$ cat config.mk
export PLATFORM = sky130hd
export DESIGN_NAME = alu_driver
export DESIGN_NICKNAME = d
export VERILOG_FILES = /design/src/rtl/alu_driver.sv
export SDC_FILE = /design/constraint.sdc
export NUM_CORES = 1
export LEC_CHECK = 0
export ABC_AREA = 1
export BUFFER_PORTS_ARGS = -buffer_cell sky130_fd_sc_hd__buf_2
export CAP_MARGIN = 5
export CORE_ASPECT_RATIO = 1.1
export CORE_MARGIN = 5
export CORE_UTILIZATION = 34
export DETAILED_ROUTE_END_ITERATION = 8
export PLACE_DENSITY = 0.61
export SYNTH_ARGS = -nofsm -noshare
export SYNTH_HDL_FRONTEND = slang
export SYNTH_SLANG_ARGS = --single-unit
$ cat constraint.sdc
create_clock -name clk -period 1.23 [get_ports clk]
set_clock_uncertainty 0.05 [all_clocks]
set_input_delay 0.0615 -clock clk [delete_from_list [all_inputs] [get_ports clk]]
set_output_delay 0.0615 -clock clk [all_outputs]
set_load 0.02 [all_outputs]
$ cat src/rtl/alu_driver.sv
// alu_driver: handshaked sequencer around a combinational ALU.
// It takes one request, drives and holds the ALU inputs for SETTLE_CYCLES edges,
// captures the ALU result, and presents it until the consumer accepts it.
// op_count tracks completed responses, wrapping modulo 2^COUNT_WIDTH.
module alu_driver #(
  parameter int unsigned DATA_WIDTH    = 8,
  parameter int unsigned OP_WIDTH      = 4,
  parameter int unsigned SETTLE_CYCLES = 1,  // legal range 1..15
  parameter int unsigned COUNT_WIDTH   = 8
) (
  input  logic                   clk,
  input  logic                   reset,
  // request channel
  input  logic                   req_valid,
  output logic                   req_ready,
  input  logic [DATA_WIDTH-1:0]  req_a,
  input  logic [DATA_WIDTH-1:0]  req_b,
  input  logic [OP_WIDTH-1:0]    req_op,
  // ALU side
  output logic [DATA_WIDTH-1:0]  alu_a,
  output logic [DATA_WIDTH-1:0]  alu_b,
  output logic [OP_WIDTH-1:0]    alu_op,
  input  logic [DATA_WIDTH-1:0]  alu_result,
  // response channel
  output logic                   rsp_valid,
  input  logic                   rsp_ready,
  output logic [DATA_WIDTH-1:0]  rsp_result,
  output logic [OP_WIDTH-1:0]    rsp_op,
  output logic [COUNT_WIDTH-1:0] op_count
);

  // Four bits cover the full 1..15 settle range.
  localparam int unsigned CntWidth = 4;
  localparam logic [CntWidth-1:0] SettleLoad = CntWidth'(SETTLE_CYCLES - 1);

  typedef enum logic [1:0] {
    StIdle,
    StSettle,
    StResp
  } state_e;

  state_e              state;
  logic [CntWidth-1:0] settle_cnt;

  // Single-process FSM; handshake flags are registered alongside the state so
  // req_ready/rsp_valid come straight from flops.
  always_ff @(posedge clk) begin
    if (reset) begin
      state      <= StIdle;
      settle_cnt <= '0;
      req_ready  <= 1'b1;
      rsp_valid  <= 1'b0;
      alu_a      <= '0;
      alu_b      <= '0;
      alu_op     <= '0;
      rsp_result <= '0;
      rsp_op     <= '0;
      op_count   <= '0;
    end else begin
      unique case (state)
        StIdle: begin
          if (req_valid) begin
            alu_a      <= req_a;
            alu_b      <= req_b;
            alu_op     <= req_op;
            rsp_op     <= req_op;
            settle_cnt <= SettleLoad;
            req_ready  <= 1'b0;
            state      <= StSettle;
          end
        end
        StSettle: begin
          // Counter reaching zero means the ALU inputs have been stable long enough.
          if (settle_cnt == '0) begin
            rsp_result <= alu_result;
            rsp_valid  <= 1'b1;
            state      <= StResp;
          end else begin
            settle_cnt <= settle_cnt - CntWidth'(1);
          end
        end
        StResp: begin
          if (rsp_ready) begin
            rsp_valid <= 1'b0;
            req_ready <= 1'b1;
            op_count  <= op_count + COUNT_WIDTH'(1);
            state     <= StIdle;
          end
        end
        default: begin
          state     <= StIdle;
          req_ready <= 1'b1;
          rsp_valid <= 1'b0;
        end
      endcase
    end
  end

endmodule

==> impl_metrics.env, run 1 <==
export IMPL_design_die_area_um2=6810
export IMPL_synth_simple_gate_area_share_pct=28.3
export IMPL_numCtsBuffers=5
export IMPL_placed_cells=365
export IMPL_finalCritPeriodShare_pct=94.4
export IMPL_synth_top_area_share_pct=49.2
export IMPL_synth_area_per_cell_um2=7.61
export IMPL_cts_tree="done"
export IMPL_hold_violations=0
export IMPL_critPathBufInv=2
export IMPL_clk_path_buf_depth=2
export IMPL_fmax_mhz=861
export IMPL_yosys_area_top_type="dfxtp_1"
export IMPL_htree_levels=2
export IMPL_worst_slew_pin_slew_ns=0.190
export IMPL_arrival_ns=1.34
export IMPL_fin_total_pwr_w=0.00377
export IMPL_place_gp_congestion=0.827
export IMPL_max_stage_delay_ns=0.32
export IMPL_remaining_drc_errors=0
export IMPL_critPathKind="register to register"
export IMPL_yosysWarnings=0
export IMPL_drv_slew=0
export IMPL_grt_ovfl_total=0
export IMPL_num_vias=1837
export IMPL_drtPass1Iterations=4
export IMPL_synth_area_um2=1790
export IMPL_startpoint_type="register"
export IMPL_track_usage_pct=13.9
export IMPL_wl_mm=4.60
export IMPL_synth_top_family_by_area="simple AND/OR/NAND/NOR gates"
export IMPL_rows=27
export IMPL_ys_seq_area_share_pct=49.2
export IMPL_finalCriticalPeriod_ns=1.16
export IMPL_setup_viol=0
export IMPL_clock_latency_ns=0.28
export IMPL_die_h_um=86.1
export IMPL_critPathTopFamily="simple AND/OR/NAND/NOR gates"
export IMPL_hold_worst_slack_ns=0.0289
export IMPL_fin_cells=404
export IMPL_grt_pass1_wl_mm=7.74
export IMPL_antenna_found_initial=0
export IMPL_clk_pin_slew_worst_paths_ns=0.08
export IMPL_ys_ff_latch=44
export IMPL_setup_tns_ns=0
export IMPL_synthMuxAreaShare_pct=0
export IMPL_end_kind="register"
export IMPL_synthCells=235
export IMPL_layout_drive_gt1_share_pct=35.3
export IMPL_root_buffer="clkbuf_8"
export IMPL_post_dp_cell_area_um2=2270
export IMPL_io_pins=74
export IMPL_status="completed"
export IMPL_synth_nets=269
export IMPL_grt_pass1_vias=1774
export IMPL_synthDistinctLibCells=21
export IMPL_nets=379
export IMPL_grt_max_degree=21
export IMPL_hpwl_mm=3.27
export IMPL_core_um2=5070
export IMPL_slowest_stage="dfxtp_1"
export IMPL_power_density_nw_per_um2=1370
export IMPL_synth_xor_area_share_pct=1.47
export IMPL_postRouteAntennaNets=0
export IMPL_rsz0062_at_grt="yes"
export IMPL_vdd_drop_max_mv=0.681
export IMPL_area_growth_pct=54.4
export IMPL_port_buffers=73
export IMPL_drt_iter0_drc=43
export IMPL_start_util_pct=35.3
export IMPL_avgViaCountPerCell=4.55
export IMPL_leakagePower_nw=1.36
export IMPL_numClockSinks=44
export IMPL_n_antenna_cell=0
export IMPL_cap_violations=0
export IMPL_ys_top_cells_by_area="dfxtp_1 49%, nor2_1 15%, o21ai_0 7.6%"
export IMPL_cp_required_ns=1.41
export IMPL_slew_headroom_pct=87.3
export IMPL_synth_compound_area_share_pct=11.6
export IMPL_crit_chain="inv_2 > ha_4 > nand2_4 > nor2_4 > buf_12 > o21ai_1 > nor2_1"
export IMPL_die_x_um=79.2
export IMPL_cp_max_fo=8
export IMPL_design_area_um2=2760
export IMPL_min_path_type="input pin to register"
export IMPL_drt_wirelength_per_cell_um=11.4
export IMPL_synth_fa_ha_area_share_pct=1.40
export IMPL_fill_cells=480
[layer usage]
metal  global-route usage [%]  part of all wire (%)  vias to the layer above
met4                     4.69                   1.0                        0
li1                         -                     -                      961
met5                        0                     0                        -
met2                     26.5                    52                       45
met3                     2.31                   5.1                        4
met1                     15.3                    42                      827
[tightest hold or removal path, stage by stage]
cell and delay [ns]:
buf_2 0.09, inv_2 0.09, nand3_1 0.09
[final timing paths]
check                 from            end  slack, ns  depth (start not counted)
min                  reset      req_ready       0.03                          3
max reg2reg  settle_cnt[1]  rsp_result[1]       0.07                          7
max          settle_cnt[1]  rsp_result[1]       0.07                          7
min reg2reg  settle_cnt[0]  settle_cnt[0]       0.37                          1
[power breakdown]
group | leakage, nW | internal, W | switching (W)
Combinational | 0.932 | 0.000403 | 0.000540
Sequential | 0.364 | 0.00156 | 0.0000826
Clock | 0.0645 | 0.000717 | 0.000468
[Yosys cell counts]
| library cell | instances |
|---|---|
| a21oi_1 | 9 |
| buf_2 | 6 |
| buf_4 | 4 |
| clkbuf_1 | 2 |
| dfxtp_1 | 44 |
| ha_1 | 2 |
| inv_1 | 14 |
| inv_2 | 6 |
| nand2_1 | 22 |
| nand2_4 | 3 |
| nand3_1 | 9 |
| nand3_2 | 2 |
| nand3_4 | 1 |
| nand4_1 | 3 |
| nor2_1 | 71 |
| nor2_4 | 2 |
| o21a_1 | 1 |
| o21ai_0 | 27 |
| o21ai_1 | 4 |
| xnor2_1 | 1 |
| xor2_1 | 2 |
[per-stage QoR]
step           utilization, %  setup WS, ns
3_5_place_dp             44.9       0.00159
4_1_cts                  52.9       0.00755
2_1_floorplan               -      0.000159
6_report                 54.5        0.0691
5_1_grt                  54.5      -0.00728
3_3_place_gp             44.9        0.0266
[cell families (layout without fill, tap and decap cells)]
family,after synthesis,in the layout
adder cells (fa/ha/maj),2,2
flip-flops,44,44
AND/OR/NAND/NOR,113,113
XOR/XNOR,3,3
buffers and inverters,32,143
AO/OA/AOI/OAI,41,41
[cell type report]
type	count	area, um2	area share [%]
clock buffers	7	96.3	3.49
clock inverters	1	30.0	1.09
repair buffers	115	779	28.2
multi-input cells	159	815	29.5
flip-flops and latches	44	890	32.2
well taps	58	72.6	2.63
inverters	20	80.1	2.90
[flip-flops by register name, summed over array words and instances (netlist names)]
signal and cells:
rsp_valid 1, alu_b 8, rsp_op 4, state 2, rsp_result 8, alu_a 8, req_ready 1, settle_cnt 4
op_count 8
[cell usage in the layout (no fill, tap or decap)]
| cell | n |
|---|---|
| buf_6 | 1 |
| nand2_1 | 21 |
| ha_4 | 2 |
| inv_4 | 2 |
| buf_4 | 11 |
| inv_1 | 12 |
| o21ai_1 | 11 |
| dfxtp_2 | 4 |
| bufinv_16 | 1 |
| clkbuf_8 | 7 |
| nand3_4 | 2 |
| buf_12 | 2 |
| nor2_1 | 69 |
| o21ai_0 | 19 |
| nand2_4 | 4 |
| buf_2 | 73 |
| o21ai_2 | 1 |
| nor2_2 | 2 |
| nor2_4 | 2 |
| o21a_1 | 1 |
| xor2_1 | 2 |
| nand3_1 | 9 |
| nand3_2 | 1 |
| nand4_1 | 3 |
| dfxtp_1 | 39 |
| a21oi_1 | 9 |
| xnor2_1 | 1 |
| inv_2 | 6 |
| dfxtp_4 | 1 |
| dlygate4sd3_1 | 28 |
[timing repair]
| item | in CTS | in global routing |
|---|---|---|
| gates cloned | 0 | 0 |
| gates resized for setup | 2 | 23 |
| hold buffers | 28 | 0 |
| endpoints found under the hold margin | 28 | 0 |
| pin swaps | 1 | 7 |
| setup buffers | 0 | 3 |
| setup endpoints to repair | 4 | 38 |
(Power assumes the default switching activity.)
==> inputs of run 2 (changes only) <==
==> constraint.sdc (replaced) <==
create_clock -name clk -period 1.23 [get_ports clk]
set_clock_uncertainty 0.05 [all_clocks]
set_input_delay 0.123 -clock clk [delete_from_list [all_inputs] [get_ports clk]]
set_output_delay 0.123 -clock clk [all_outputs]
set_load 0.02 [all_outputs]
==> run 2 against run 1 <==
Compared with the run above:
- the run now ends with negative hold slack left
- final cell count fell by 5.4%
- maximum frequency down 0.15%
- clock power down 8%
- final area is 8.9% lower
- worst hold slack lost 0.029 ns
- non-clock buffer count decreased by 22
- first-iteration DRC count shrank 26%
- register-to-register slack hardly changed
- largest power group unchanged
==> impl_metrics.env, run 2 (synthesized netlist as in run 1, its figures left out) <==
export IMPL_drv_slew=0
export IMPL_antenna_found_initial=0
export IMPL_clk_pin_slew_worst_paths_ns=0.08
export IMPL_grt_pass1_wl_mm=7.02
export IMPL_drt_iter0_drc=32
export IMPL_drtPass1Iterations=4
export IMPL_leakagePower_nw=1.26
export IMPL_hpwl_mm=3.34
export IMPL_min_path_type="input pin to register"
export IMPL_startpoint_type="register"
export IMPL_end_kind="register"
export IMPL_cap_violations=0
export IMPL_htree_levels=2
export IMPL_final_common_cell="buf_2"
export IMPL_numClockSinks=44
export IMPL_hold_violations=1
export IMPL_n_antenna_cell=0
export IMPL_avgViaCountPerCell=4.61
export IMPL_fin_cells=382
export IMPL_hp_start="alu_result[5]"
export IMPL_fmax_mhz=860
export IMPL_cp_max_fo=2
export IMPL_drt_wirelength_per_cell_um=11.5
export IMPL_finalCritPeriodShare_pct=94.5
export IMPL_postRouteAntennaNets=0
export IMPL_placed_cells=366
export IMPL_setup_viol=0
export IMPL_grt_ovfl_total=0
export IMPL_hold_depth=3
export IMPL_hold_worst_slack_ns=-0.000222
export IMPL_nets=357
export IMPL_root_buffer="clkbuf_8"
export IMPL_slew_headroom_pct=87.3
export IMPL_worst_slew_pin_slew_ns=0.188
export IMPL_track_usage_pct=13.0
export IMPL_cp_required_ns=1.41
export IMPL_grt_max_degree=21
export IMPL_numCtsBuffers=5
export IMPL_status="finished, violations left"
export IMPL_area_growth_pct=40.7
export IMPL_arrival_ns=1.34
export IMPL_grt_pass1_vias=1622
export IMPL_wl_mm=4.40
export IMPL_cts_tree="done"
export IMPL_clk_path_buf_depth=2
export IMPL_violations="negative hold slack"
export IMPL_die_x_um=79.2
export IMPL_num_vias=1760
export IMPL_fin_total_pwr_w=0.00361
export IMPL_finalCriticalPeriod_ns=1.16
export IMPL_place_gp_congestion=0.821
export IMPL_final_cell_mix="73 x buf_2, 69 x nor2_1, 38 x dfxtp_1"
export IMPL_fill_cells=511
export IMPL_start_util_pct=35.3
export IMPL_power_density_nw_per_um2=1430
export IMPL_remaining_drc_errors=0
export IMPL_io_pins=74
export IMPL_rsz0062_at_grt="yes"
export IMPL_r2r_end="settle_cnt[2]"
export IMPL_clock_latency_ns=0.29
export IMPL_min_to="rsp_result[5]"
export IMPL_critPathKind="register to register"
export IMPL_ff2ff_setup_slack_ns=0.07
export IMPL_setup_tns_ns=0
export IMPL_rows=27
export IMPL_worstRegToRegCells=7
export IMPL_core_um2=5070
export IMPL_design_die_area_um2=6810
export IMPL_r2r_start="settle_cnt[0]"
export IMPL_die_h_um=86.1
export IMPL_layout_drive_gt1_share_pct=38.3
export IMPL_port_buffers=73
export IMPL_vdd_drop_max_mv=0.528
==> run 2: cell types whose count changed in the layout (fill, tap and decap cells not counted) <==
cell           previous run  this run
buf_4                    11        13
clkbuf_1                  0         1
clkbuf_8                  7         5
clkinv_2                  0         1
dfxtp_1                  39        38
dfxtp_2                   4         5
dlygate4sd3_1            28         4
inv_2                     6         7
inv_4                     2         1
o21ai_0                  19        22
o21ai_1                  11         8
==> run 2: how the worst max path moves through the flow <==
stage | start | to | slack (ns) | depth (start not counted)
floorplan | settle_cnt[0] | rsp_result[0] | 0.0002 | 7
finish | settle_cnt[0] | settle_cnt[2] | 0.07 | 7
global route | settle_cnt[1] | rsp_result[5] | -0.02 | 7
global placement | settle_cnt[0] | rsp_result[2] | 0.03 | 7
detailed placement | settle_cnt[0] | rsp_result[2] | -0.02 | 7
CTS | settle_cnt[0] | rsp_result[7] | 0.0002 | 7
==> run 2: per-stage QoR <==
stage	utilization, %	setup slack, ns	cell area, um2
floorplan	-	0.000159	1800
global placement	45.0	0.0292	2280
detailed placement	45.0	-0.0169	2280
CTS	48.0	0.000205	2430
global route	49.7	-0.0181	2520
finish	49.7	0.0674	2520
==> run 2: critical path, cell delays in order, from the launching register on <==
cell and delay [ns]:
dfxtp_2 0.34, inv_2 0.05, ha_4 0.16, buf_4 0.13
xnor2_1 0.12, nor2_1 0.10, nand2_1 0.06, a21oi_1 0.11
==> run 2: what timing repair did <==
action	CTS	global route
resized for setup	1	21
setup buffers	0	4
setup endpoints to repair	8	37
endpoints found under the hold margin	4	0
pin swaps	1	9
gates cloned	0	0
hold buffers	4	0
==> run 2: power breakdown <==
part / total [W] / internal [W] / switching, W
Combinational: 0.000892 / 0.000362 / 0.000529
Sequential: 0.00164 / 0.00156 / 0.0000791
Clock: 0.00108 / 0.000603 / 0.000475
==> run 2: metal layers <==
| metal | global-route usage (%) | vias to the layer above | share of wire [%] |
|---|---|---|---|
| met4 | 5.16 | 0 | 1.2 |
| met5 | 0 | - | 0 |
| met3 | 3.78 | 4 | 6.0 |
| met1 | 14.0 | 793 | 41 |
| li1 | - | 918 | - |
| met2 | 23.5 | 45 | 52 |
==> run 2: final cells by class <==
type                    count  area, um2  area share (%)
clock buffers               6       72.6            2.88
clock inverters             2       35.0            1.39
inverters                  20       77.6            3.08
multi-input cells         159        815            32.4
flip-flops and latches     44        891            35.4
well taps                  58       72.6            2.88
repair buffers             93        554            22.0
